--- src/rtl/sync_debounce_if.sv ---
// Signal bundle between the synchroniser-side driver and the debounce filter.
// The master drives the sampled level and enable; the slave returns the filtered level and pulses.
interface sync_debounce_if;
    logic en_i;
    logic dat_i;
    logic dat_o;
    logic rise_o;
    logic fall_o;
    logic pend_o;

    modport master (
        output en_i, dat_i,
        input  dat_o, rise_o, fall_o, pend_o
    );

    modport slave (
        input  en_i, dat_i,
        output dat_o, rise_o, fall_o, pend_o
    );
endinterface

--- src/rtl/sync_debounce.sv ---
// Debounce filter for an already-synchronised level: a new level is accepted only after
// holding for STABLE_CYC consecutive enabled cycles, with one-cycle rise/fall pulses.
module sync_debounce #(
    parameter int   STABLE_CYC = 16,
    parameter logic RST_VAL    = 1'b0
) (
    input  logic            clk_i,
    input  logic            rst_i,
    sync_debounce_if.slave  bus
);
    localparam int CNT_WIDTH = (STABLE_CYC > 1) ? $clog2(STABLE_CYC) : 1;
    localparam logic [CNT_WIDTH-1:0] CNT_LAST = CNT_WIDTH'(STABLE_CYC - 1);

    typedef enum logic {IDLE, CHK} state_t;

    state_t               state, state_nxt;
    logic [CNT_WIDTH-1:0] cnt, cnt_nxt;
    logic                 dat, dat_nxt;
    logic                 rise, rise_nxt;
    logic                 fall, fall_nxt;

    always_ff @(posedge clk_i) begin
        if (rst_i) begin
            state <= IDLE;
            cnt   <= '0;
            dat   <= RST_VAL;
            rise  <= 1'b0;
            fall  <= 1'b0;
        end else begin
            state <= state_nxt;
            cnt   <= cnt_nxt;
            dat   <= dat_nxt;
            rise  <= rise_nxt;
            fall  <= fall_nxt;
        end
    end

    // A disabled cycle freezes timing progress but still clears any pending pulse.
    always_comb begin
        state_nxt = state;
        cnt_nxt   = cnt;
        dat_nxt   = dat;
        rise_nxt  = 1'b0;
        fall_nxt  = 1'b0;
        if (bus.en_i) begin
            if (bus.dat_i == dat) begin
                state_nxt = IDLE;
                cnt_nxt   = '0;
            end else if (cnt == CNT_LAST) begin
                state_nxt = IDLE;
                cnt_nxt   = '0;
                dat_nxt   = bus.dat_i;
                rise_nxt  = bus.dat_i;
                fall_nxt  = ~bus.dat_i;
            end else begin
                state_nxt = CHK;
                cnt_nxt   = cnt + CNT_WIDTH'(1);
            end
        end
    end

    assign bus.dat_o  = dat;
    assign bus.rise_o = rise;
    assign bus.fall_o = fall;
    assign bus.pend_o = (cnt != '0);
endmodule

--- src/flat_wrapper.sv ---
// flat-port wrapper written by rule: the top's interface ports become plain ports
module sync_debounce_flat 
#(
    parameter int   STABLE_CYC = 16,
    parameter logic RST_VAL    = 1'b0
)
  (clk_i, rst_i, bus_en_i, bus_dat_i, bus_dat_o, bus_rise_o, bus_fall_o, bus_pend_o);
  sync_debounce_if bus_i ();
  input  logic clk_i;
  input  logic rst_i;
  input wire logic [$bits(bus_i.en_i)-1:0] bus_en_i;
  input wire logic [$bits(bus_i.dat_i)-1:0] bus_dat_i;
  output wire logic [$bits(bus_i.dat_o)-1:0] bus_dat_o;
  output wire logic [$bits(bus_i.rise_o)-1:0] bus_rise_o;
  output wire logic [$bits(bus_i.fall_o)-1:0] bus_fall_o;
  output wire logic [$bits(bus_i.pend_o)-1:0] bus_pend_o;
  assign bus_i.en_i = bus_en_i;
  assign bus_i.dat_i = bus_dat_i;
  assign bus_dat_o = bus_i.dat_o;
  assign bus_rise_o = bus_i.rise_o;
  assign bus_fall_o = bus_i.fall_o;
  assign bus_pend_o = bus_i.pend_o;
  sync_debounce #(.STABLE_CYC(STABLE_CYC), .RST_VAL(RST_VAL)) u_core (.clk_i(clk_i), .rst_i(rst_i), .bus(bus_i));
endmodule
--- config.mk ---
export PLATFORM = sky130hd
export DESIGN_NAME = sync_debounce_flat
export DESIGN_NICKNAME = d
export VERILOG_FILES = /design/src/rtl/sync_debounce_if.sv /design/src/rtl/sync_debounce.sv /design/src/flat_wrapper.sv
export SDC_FILE = /design/constraint.sdc
export NUM_CORES = 1
export LEC_CHECK = 0
export ABC_AREA = 1
export BUFFER_PORTS_ARGS = -buffer_cell sky130_fd_sc_hd__clkbuf_2
export CAP_MARGIN = 20
export CORE_AREA = 3 3 40 42
export DETAILED_ROUTE_END_ITERATION = 8
export DIE_AREA = 0 0 43 45
export GPL_ROUTABILITY_DRIVEN = 0
export GPL_TIMING_DRIVEN = 1
export PLACE_DENSITY = 0.48
export SLEW_MARGIN = 20
export SYNTH_ARGS = -nofsm -noshare
export SYNTH_HDL_FRONTEND = slang
export SYNTH_SLANG_ARGS = --single-unit
--- constraint.sdc ---
create_clock -name clk_i -period 1 [get_ports clk_i]
set_clock_uncertainty 0.05 [all_clocks]
set_input_delay 0 -clock clk_i [delete_from_list [all_inputs] [get_ports clk_i]]
set_output_delay 0 -clock clk_i [all_outputs]
set_load 0.05 [all_outputs]
==> impl_metrics.yaml <==
job:
  cap_viol_max_count: 0
timing:
  hold_violations: 0
  fmax_mhz: 902
  final-setup-viol-count: 7
  slew-limit-headroom_pct: 81.7
  setup_ws_ns: -0.109
  report.final.slew_viol_count: 0
  rsz0062_at_grt: "yes"
  worst_slew_pin_slew_ns: 0.275
  final.min_clock_period_ns: 1.11
  finalCritPeriodShare_pct: 111
floorplanning:
  fp.dieW_um: 43
  start_util_pct: 27.1
  core_area_um2: 1280
  num_rows: 13
  dieArea_um2: 1940
  die_h_um: 45
  io_pins: 8
yosys:
  ys_ff_latch: 7
  syn_area_um2: 348
  synthesis.nets: 54
  synth_cells: 48
  yosysUniqueCellTypes: 15
  synth-warning-count: 0
  ys_seq_area_share_pct: 40.3
  post_synth.cell_area_avg_um2: 7.25
global_route:
  grt_pass1_wl_um: 1370
  grt_pass1_vias: 343
  grt_antenna_before_repair: 0
  grt_use_total_pct: 9.92
  grt_max_degree: 6
  gr-total-overflow: 0
drt:
  drc: 0
  ant_nets: 0
  dr.first_iter.drc_count: 3
  wire_per_inst_um: 9.47
  drt-total-wl_um: 786
  via_count: 373
  vias_per_cell: 4.49
  drt-pass1-iter-count: 3
clocking:
  h-tree-depth: 1
  numCtsBuffers: 3
  insertion_delay_ns: 0.25
  clockBufferDepth: 2
  tritoncts: "built"
  clk_pin_slew_ns: 0.05
  clock-root-buffer: "clkbuf_4"
  numClockSinks: 7
worst_setup_path:
  cp.depth: 5
  startpoint_type: "flip-flop"
  crit_end: "bus_pend_o"
  rr_startpoint: "u_core.cnt[1]"
  crit_required_ns: 0.95
  cpMaxStageDelayCell: "dfxtp_2"
  worstSetupEndpointType: "output pin"
  rr_endpoint: "u_core.bus.dat_o"
  path_buf_inv: 3
  crit_start: "u_core.cnt[1]"
  critical-path-top-delay-family: "flip-flops"
  critPathKind: "flip-flop to output pin"
  cpPeakStageDelay_ns: 0.34
  rr_worst_depth: 7
  cp_cell_sequence: "buf_6, inv_4, ha_4, nand2_2, buf_8"
  worstPathArrival_ns: 1.06
  cp_max_fo: 2
  r2r_slack_ns: -0.09
status:
  status: "complete, but fails checks"
  violations: "setup timing"
layout:
  finalNonFillerCells: 83
  fill_cells: 135
  utilization_pct: 45.2
  drive_above_1_share_pct: 50.0
  area_delta_synth_final_pct: 66.9
  layout.nets: 75
  antenna_cells: 0
power:
  combPwrFrac_pct: 14.8
  p_sw_share_pct: 25.3
  internal-power_w: 0.000476
  p_switching_w: 0.000161
  clkPwrFrac_pct: 40.1
  seq_power_share_pct: 45.1
  cellPowerDensity_nw_per_um2: 1100
  totalPowerFinal_w: 0.000637
  leakagePower_nw: 0.272
  ir_worst_vdd_v: 0.000486
worst_hold_path:
  worstHoldStart: "bus_en_i"
  hold_class: "input port to flip-flop"
  holdPathStages: 4
placed_design:
  dp_cells: 73
  portBuffers: 7
  hpwl_um: 591
## cells in the final DEF, fill, tap and decap left out, types with 2 or more instances in the layout
cell	Yosys	final
a21oi_1	3	2
buf_4	0	4
buf_6	0	2
clkbuf_2	0	6
clkbuf_4	0	3
dfxtp_1	7	4
dfxtp_4	0	2
dlygate4sd3_1	0	3
ha_4	0	2
inv_1	8	6
inv_2	1	2
nand2_1	12	10
nand2_2	2	3
nand3_2	1	2
nand4_1	2	2
nor2_1	3	3
o21ai_0	2	2
## logic make-up after synthesis
| family | count (synthesis) | share of synthesized area (%) |
|---|---|---|
| compound gates | 5 | 7.19 |
| simple gates | 25 | 35.6 |
| buf+inv | 9 | 9.71 |
| flops | 7 | 40.3 |
| fa+ha+maj | 2 | 7.19 |
## stage by stage
step | setup WS (ns) | setup TNS [ns] | hold WS [ns] | area (µm²)
after floorplan | -0.0208 | -0.0309 | 0.0117 | 357
after global placement | -0.0901 | -0.360 | 0.173 | 433
after detailed placement | -0.0910 | -0.365 | 0.167 | 433
after CTS | -0.121 | -0.710 | 0.0224 | 554
after global routing | -0.166 | -0.943 | 0.0748 | 581
final | -0.109 | -0.479 | 0.0292 | 581
## state kept, by name (all words and copies together) (netlist names)
register,flops
u_core.bus.dat_o,1
u_core.bus.fall_o,1
u_core.bus.rise_o,1
u_core.cnt,4
## final cells by class
cell class | count | area, µm² | area share [%]
sequential | 7 | 149 | 25.6
tap | 15 | 18.8 | 3.23
clock buffer | 4 | 26.3 | 4.53
multi-input combinational | 32 | 223 | 38.4
timing repair buffer | 16 | 128 | 22.0
inverter | 9 | 36.3 | 6.25
## worst reg2reg max path, cell delays in order, from the launching register on
cell	delay, ns
dfxtp_2	0.34
buf_6	0.10
ha_4	0.13
nand2_4	0.06
nor2_4	0.12
nand2_2	0.08
nand3_2	0.06
nand2_1	0.05
## worst min-delay path by stage
stage | to | slack [ns]
after floorplan | u_core.cnt[1] | 0.01
after global placement | u_core.cnt[1] | 0.17
after detailed placement | u_core.cnt[1] | 0.17
after CTS | u_core.cnt[1] | 0.02
after global routing | u_core.cnt[2] | 0.07
final | u_core.cnt[1] | 0.03
## Yosys cell counts
| cell type | number | area [µm²] |
|---|---|---|
| inv_2 | 1 | 3.75 |
| nand2_1 | 12 | 45.0 |
| ha_1 | 2 | 25.0 |
| nor2_1 | 3 | 11.3 |
| nand3_2 | 1 | 10.0 |
| nor2_2 | 1 | 6.26 |
| o21ai_0 | 2 | 10.0 |
| inv_1 | 8 | 30.0 |
| nor2_4 | 1 | 11.3 |
| nor3_1 | 1 | 5.00 |
| nand4_1 | 2 | 12.5 |
| a21oi_1 | 3 | 15.0 |
| nand2_2 | 2 | 12.5 |
| nand3_1 | 2 | 10.0 |
| dfxtp_1 | 7 | 140 |
## layer usage
layer | up-vias | GRT usage [%] | part of all wire, %
met5 | - | 0 | 0
met4 | 0 | 7.23 | 2.2
met3 | 4 | 2.39 | 4.7
met2 | 7 | 15.6 | 46
met1 | 171 | 11.9 | 47
li1 | 191 | - | -
## power by group through the flow
stage	Combinational [W]	Clock (W)	Sequential, W
2_1_floorplan	0.0000377	0	0.000291
3_3_place_gp	0.0000594	0	0.000292
3_5_place_dp	0.0000594	0	0.000292
4_1_cts	0.0000870	0.000266	0.000287
5_1_grt	0.000104	0.000284	0.000288
6_report	0.0000943	0.000256	0.000287
## timing repair
| action | CTS | global route |
|---|---|---|
| buffers inserted | 3 | 0 |
| hold endpoints to repair | 3 | 0 |
| pin swaps | 3 | 5 |
| hold buffers | 3 | 0 |
| endpoints found under the setup margin | 7 | 8 |
| resized for setup | 11 | 7 |
Power figures use the tool's default switching activity.
